$ cat src/rtl/down_timer_arbiter.sv
// down_timer_arbiter: one shared down-count timer served to N_REQ requesters by
// round-robin arbitration. The winner's delay is loaded at the grant edge and
// counted down on tick_en. The owner's done line then pulses for one cycle.
//
// Ports:
//   clk      system clock, all state on rising edge
//   rst      asynchronous active-low reset
//   req      per-requester timer request, held until done or dropped to abort
//   delay    packed delays, requester i uses delay[i*CNT_W +: CNT_W]
//   tick_en  count enable strobe
//   grant    one-hot timer owner, zero when idle
//   done     one-hot single-cycle expiry pulse for the owner
//   busy     timer owned (RUN or DONE)
//   count    current timer value
module down_timer_arbiter #(
    parameter int unsigned N_REQ = 4,
    parameter int unsigned CNT_W = 4
) (
    input  logic                   clk,
    input  logic                   rst,
    input  logic [N_REQ-1:0]       req,
    input  logic [N_REQ*CNT_W-1:0] delay,
    input  logic                   tick_en,
    output logic [N_REQ-1:0]       grant,
    output logic [N_REQ-1:0]       done,
    output logic                   busy,
    output logic [CNT_W-1:0]       count
);

    localparam int unsigned IDX_W = (N_REQ > 1) ? $clog2(N_REQ) : 1;

    typedef enum logic [1:0] {StIdle, StRun, StDone} state_e;

    state_e           state;
    logic [IDX_W-1:0] ptr;
    logic [IDX_W-1:0] owner;

    logic             win_valid;
    logic [IDX_W-1:0] win_idx;
    logic [CNT_W-1:0] win_delay;
    logic [IDX_W-1:0] next_ptr;

    // First set request at or above the pointer, wrapping modulo N_REQ.
    always_comb begin
        int unsigned idx;
        idx       = 0;
        win_valid = 1'b0;
        win_idx   = '0;
        win_delay = '0;
        for (int unsigned i = 0; i < N_REQ; i++) begin
            idx = 32'(ptr) + i;
            if (idx >= N_REQ) begin
                idx = idx - N_REQ;
            end
            if (!win_valid && req[IDX_W'(idx)]) begin
                win_valid = 1'b1;
                win_idx   = IDX_W'(idx);
                win_delay = delay[idx*CNT_W +: CNT_W];
            end
        end
    end

    // Pointer moves just past the owner whenever ownership ends.
    always_comb begin
        next_ptr = '0;
        if (owner != IDX_W'(N_REQ - 1)) begin
            next_ptr = owner + IDX_W'(1);
        end
    end

    always_ff @(posedge clk or negedge rst) begin
        if (!rst) begin
            state <= StIdle;
            ptr   <= '0;
            owner <= '0;
            grant <= '0;
            done  <= '0;
            busy  <= 1'b0;
            count <= '0;
        end else begin
            unique case (state)
                StIdle: begin
                    done <= '0;
                    if (win_valid) begin
                        grant          <= '0;
                        grant[win_idx] <= 1'b1;
                        owner          <= win_idx;
                        count          <= win_delay;
                        busy           <= 1'b1;
                        state          <= StRun;
                    end
                end
                StRun: begin
                    if (!req[owner]) begin
                        // Abort wins over expiry; no done pulse.
                        grant <= '0;
                        busy  <= 1'b0;
                        ptr   <= next_ptr;
                        state <= StIdle;
                    end else if (count == '0) begin
                        done  <= grant;
                        state <= StDone;
                    end else if (tick_en) begin
                        count <= count - CNT_W'(1);
                    end
                end
                StDone: begin
                    done  <= '0;
                    grant <= '0;
                    busy  <= 1'b0;
                    ptr   <= next_ptr;
                    state <= StIdle;
                end
                default: begin
                    grant <= '0;
                    done  <= '0;
                    busy  <= 1'b0;
                    state <= StIdle;
                end
            endcase
        end
    end

endmodule
$ cat config.mk
export PLATFORM = sky130hd
export DESIGN_NAME = down_timer_arbiter
export DESIGN_NICKNAME = d
export VERILOG_FILES = /design/src/rtl/down_timer_arbiter.sv
export SDC_FILE = /design/constraint.sdc
export NUM_CORES = 1
export LEC_CHECK = 0
export ABC_AREA = 1
export CORE_ASPECT_RATIO = 2
export CORE_MARGIN = 3
export CORE_UTILIZATION = 53
export DETAILED_ROUTE_END_ITERATION = 10
export PLACE_DENSITY = 0.92
export REMOVE_ABC_BUFFERS = 1
export SLEW_MARGIN = 20
export SYNTH_ARGS = -nofsm -noshare
export SYNTH_HDL_FRONTEND = slang
export SYNTH_SLANG_ARGS = --single-unit
$ cat constraint.sdc
create_clock -name clk -period 5.8 [get_ports clk]
set_clock_uncertainty 0.2 [all_clocks]
set_input_delay 0.87 -clock clk [delete_from_list [all_inputs] [get_ports clk]]
set_output_delay 0.87 -clock clk [all_outputs]
set_load 0.02 [all_outputs]
==> metrics.sh <==
DIE_X_UM=48.64
POWER.LEAKAGE_nW=1.144
TIMING_HOLD_VIOLATIONS_FINAL=0
TIMING_WORST_SETUP_PATH_TYPE='reg -> reg'
MIN_PERIOD_OVER_PERIOD=0.5527
SEQ_AREA_FRAC_SYNTH=0.2468
FF_LATCH_AREA_UM2=475.5
YOSYS.AREA_SHARE.SIMPLE=0.4136
GR-TOTAL-OVERFLOW=0
GRT_PASS1_VIAS=1954
POSTSYNTH.TOPFLOPCELL='sky130_fd_sc_hd__dfrtp_1'
NUM_ROWS=30
SWITCHING_SHARE=0.5755
VDD_IR_DROP_MAX_uV=438.2
POWER.NET_SWITCHING_mW=0.8158
VIAS_PER_CELL=5.354
SYNTH.DISTINCT_CELLS=36
CRITICAL-PATH-TOP-DELAY-FAMILY='flip-flops'
ANTENNADIODECOUNT=0
POSTSYNTHREGISTERBITS=19
SETUP.WORST_PATH.START_CLASS='flop'
DP.FINAL_HPWL_UM=3692
PORTBUFFERS=35
WORSTPATHCELLLIST='inv_6 > ha_1 > inv_2 > nand3_1 > nand2_2 > a21oi_4 > nor2_1 > inv_1 > nand2_1 > nand3_1 > nand2_1'
TRACK_USAGE=0.2183
DRV_SLEW=0
COMB_POWER_SHARE=0.747
SYNTHDOMINANTAREACELLTYPE='sky130_fd_sc_hd__dfrtp_1'
FLOORPLAN.DIE.HEIGHT_UM=91.27
TIMING.CRITICAL_PATH.SLOWEST_STAGE_CELL='sky130_fd_sc_hd__dfrtp_1'
SYN_AREA_MM2=0.001927
NUMBER_OF_ANTENNA_VIOLATIONS_AT_THE_FIRST_CHECK_IN_GLOBAL_ROUTING=0
ROUTE.FINAL.WIRE_LENGTH_UM=4588
CRIT_BUF_INV=3
GRT_START_MAX_NET_PINS=37
MAX_CAPACITANCE_VIOLATION_COUNT=0
POWER.TOTAL_mW=1.418
WORST_PATH_LARGEST_CELL_DELAY_NS=1.05
FINALSETUPVIOLCOUNT=0
FMAX_MHz=312.0
CRITPATHREQUIREDTIME_NS=5.80
DRIVE_GT1_FRAC=0.1129
CTS_INSERTED_BUFFERS=3
POST_CTS.RESIZED_INSTANCES=0
GRT_FIRST_PASS_WIRELENGTH_UM=7928
TIGHTEST_SLEW_MARGIN_RELATIVE_TO_THE_LIMIT=0.2855
SYNTH_AREA_LEADERS='sky130_fd_sc_hd__dfrtp_1 25%, sky130_fd_sc_hd__nand2_1 18%, sky130_fd_sc_hd__o21ai_0 7.8%, sky130_fd_sc_hd__nand3_1 7.0%, sky130_fd_sc_hd__inv_1 6.2%'
SYNTH_TOP_CELL_AREA_SHARE=0.2468
INTERNAL_POWER_mW=0.6018
CP_MAX_FO=36
SYNTH_COMPOUND_AREA_FRAC=0.1643
CLK_TRANSITION_REPORTED_PATHS_NS=0.07
ROOT_BUFFER='sky130_fd_sc_hd__clkbuf_8'
SYN-INSTANCE-COUNT=287
FLOORPLAN.DIE_AREA_MM2=0.004439
POST_SYNTH_MUX_AREA_SHARE=0.01558
WORST_SLEW_PIN_SLEW_NS=1.072
POSTCTSHOLDBUFS=0
CTS_TREE='done'
FINAL_COMMON_CELL='sky130_fd_sc_hd__nand2_1'
POST_CTS_BUFFERS=0
NUM_IO_PINS=36
NUM_VIAS=1965
CAPTURING_ELEMENT_TYPE_OF_THE_CRITICAL_PATH='flop'
FINAL_TNS_SETUP_NS=0
POST_SYNTH_XOR_AREA_FRACTION=0.004545
SHARE_SEQ_OF_TOTAL_POWER=0.189
TRITONCTS_NUM_SINKS=19
DETAILEDROUTE.FIRSTITERATIONVIOLATIONS=53
GPL.FINAL_WEIGHTED_CONGESTION=0.9219
SYNTH_TOP_FAMILY_BY_AREA='simple AND/OR/NAND/NOR gates'
FIN_CRIT_NS=3.205
ARITHMETIC_CELL_SHARE_OF_THE_SYNTHESIZED_AREA_COUNTING_FULL_ADDERS_HALF_ADDERS_AND_MAJORITY_GATES=0.04545
HOLD_CLASS='reg -> reg'
POWER_PER_CELL_AREA_mW_PER_MM2=611.4
MULTI_INPUT_GATE_AREA_IN_THE_FINAL_LAYOUT_MM2=0.001240
DRT_FIRST_PASS_ITERS=4
GRT_SETUP_UNREPAIRED='no'
OUTCOME='finished clean'
CLK_LATENCY_NS=0.26
AREA_GROWTH_SYN_TO_LAYOUT_PCT=20.32
FINISH.NET_COUNT=350
POST_DRT_WL_PER_CELL_UM=12.50
COUNT_OF_FLIP_FLOPS_WITH_A_BUILT_IN_ENABLE_AFTER_SYNTHESIS=0
DESIGN.CORE.AREA_MM2=0.003453
ASYNCSETRESETFLOPFRACSYNTH=1.000
FILLERINSTANCES=314
CTS_MAX_PATH_BUFFERS=2
MOSTFREQUENTLAYOUTCELLS='94 x sky130_fd_sc_hd__nand2_1, 35 x sky130_fd_sc_hd__clkdlybuf4s50_1, 32 x sky130_fd_sc_hd__inv_1'
CLK_NETWORK_PWR_SHARE=0.064
HTREE_LEVELS=1
INITIAL_CORE_UTILIZATION=0.5580
SYNTH_WARNINGS=0
SYNTHESIS.AREA_PER_INSTANCE_UM2=6.714
DRT_DRC_VIOLATIONS_LEFT=0
WORST_EP_ARRIVAL_TIME_NS=3.21
ANT_NETS=0
[cell type report]
cell class              count  area share
well taps                  48     0.02590
clock inverters             1    0.002159
multi-input cells         224      0.5348
flip-flops and latches     19      0.2051
inverters                  37     0.06314
repair buffers             35      0.1511
clock buffers               3     0.01781
[synthesized netlist by cell type, types with 5 or more instances]
library cell / count
sky130_fd_sc_hd__buf_6: 5
sky130_fd_sc_hd__nor2_1: 11
sky130_fd_sc_hd__nand2_2: 6
sky130_fd_sc_hd__ha_1: 7
sky130_fd_sc_hd__nand2_4: 5
sky130_fd_sc_hd__inv_1: 32
sky130_fd_sc_hd__nand3_1: 27
sky130_fd_sc_hd__o21ai_0: 30
sky130_fd_sc_hd__a21oi_1: 10
sky130_fd_sc_hd__nand2_1: 94
sky130_fd_sc_hd__dfrtp_1: 19
[layer usage]
metal,GRT usage,part of all wire,vias to the layer above
li1,-,-,1002
met1,0.2060,0.36,882
met2,0.4318,0.57,66
met3,0.01806,0.034,15
met4,0.1306,0.039,0
met5,0,0,-
[final timing paths]
| kind | from | to | slack [ns] | cells past startpoint |
|---|---|---|---|---|
| hold reg to reg | state[1] | state[1] | 0.28 | 2 |
| setup / recovery | ptr[0] | grant[2] | 2.59 | 11 |
| setup reg to reg | ptr[0] | grant[2] | 2.59 | 11 |
| max in group asynchronous | rst | count[0] | 4.01 | 1 |
| hold / removal | state[1] | state[1] | 0.28 | 2 |
| min in group asynchronous | rst | done[0] | 0.88 | 1 |
[cells by family (layout without fill, tap and decap cells)]
logic type	after synthesis	after routing
muxes	3	3
xor gates and xnor gates	1	1
and+or+nand+nor	159	159
DFF	19	19
buffers and inverters	44	76
AOI/OAI and AO/OA	54	54
adders and majority gates	7	7
[power groups by stage]
| stage | Combinational (mW) | Sequential [mW] | Clock, mW |
|---|---|---|---|
| floorplan | 0.782 | 0.279 | 0 |
| global placement | 1.01 | 0.266 | 0 |
| detailed placement | 1.05 | 0.269 | 0 |
| CTS | 1.05 | 0.267 | 0.0922 |
| global route | 1.18 | 0.277 | 0.0993 |
| finish | 1.06 | 0.267 | 0.0914 |
[per-stage QoR]
| stage | instance area (µm²) | util | setup WS (ns) | std cells | hold slack [ns] |
|---|---|---|---|---|---|
| detailed placement | 2272 | 0.6580 | 2.685 | 363 | 0.2737 |
| floorplan | 1862 | - | 3.159 | 280 | 0.2530 |
| global route | 2318 | 0.6714 | 2.348 | 367 | 0.3000 |
| CTS | 2318 | 0.6714 | 2.631 | 367 | 0.2906 |
| global placement | 2272 | 0.6580 | 2.813 | 363 | 0.2664 |
| finish | 2318 | 0.6714 | 2.595 | 367 | 0.2845 |
[registers in the layout (all words and copies together), names as in the netlist]
signal / flops
ptr: 2
count: 4
grant: 4
done: 4
state: 2
busy: 1
owner: 2
[worst min-delay path: stages (launching register included)]
cell and delay, ns:
sky130_fd_sc_hd__dfrtp_1 0.35, sky130_fd_sc_hd__nand2_1 0.05, sky130_fd_sc_hd__o21ai_0 0.05
Power figures use the tool's default switching activity.
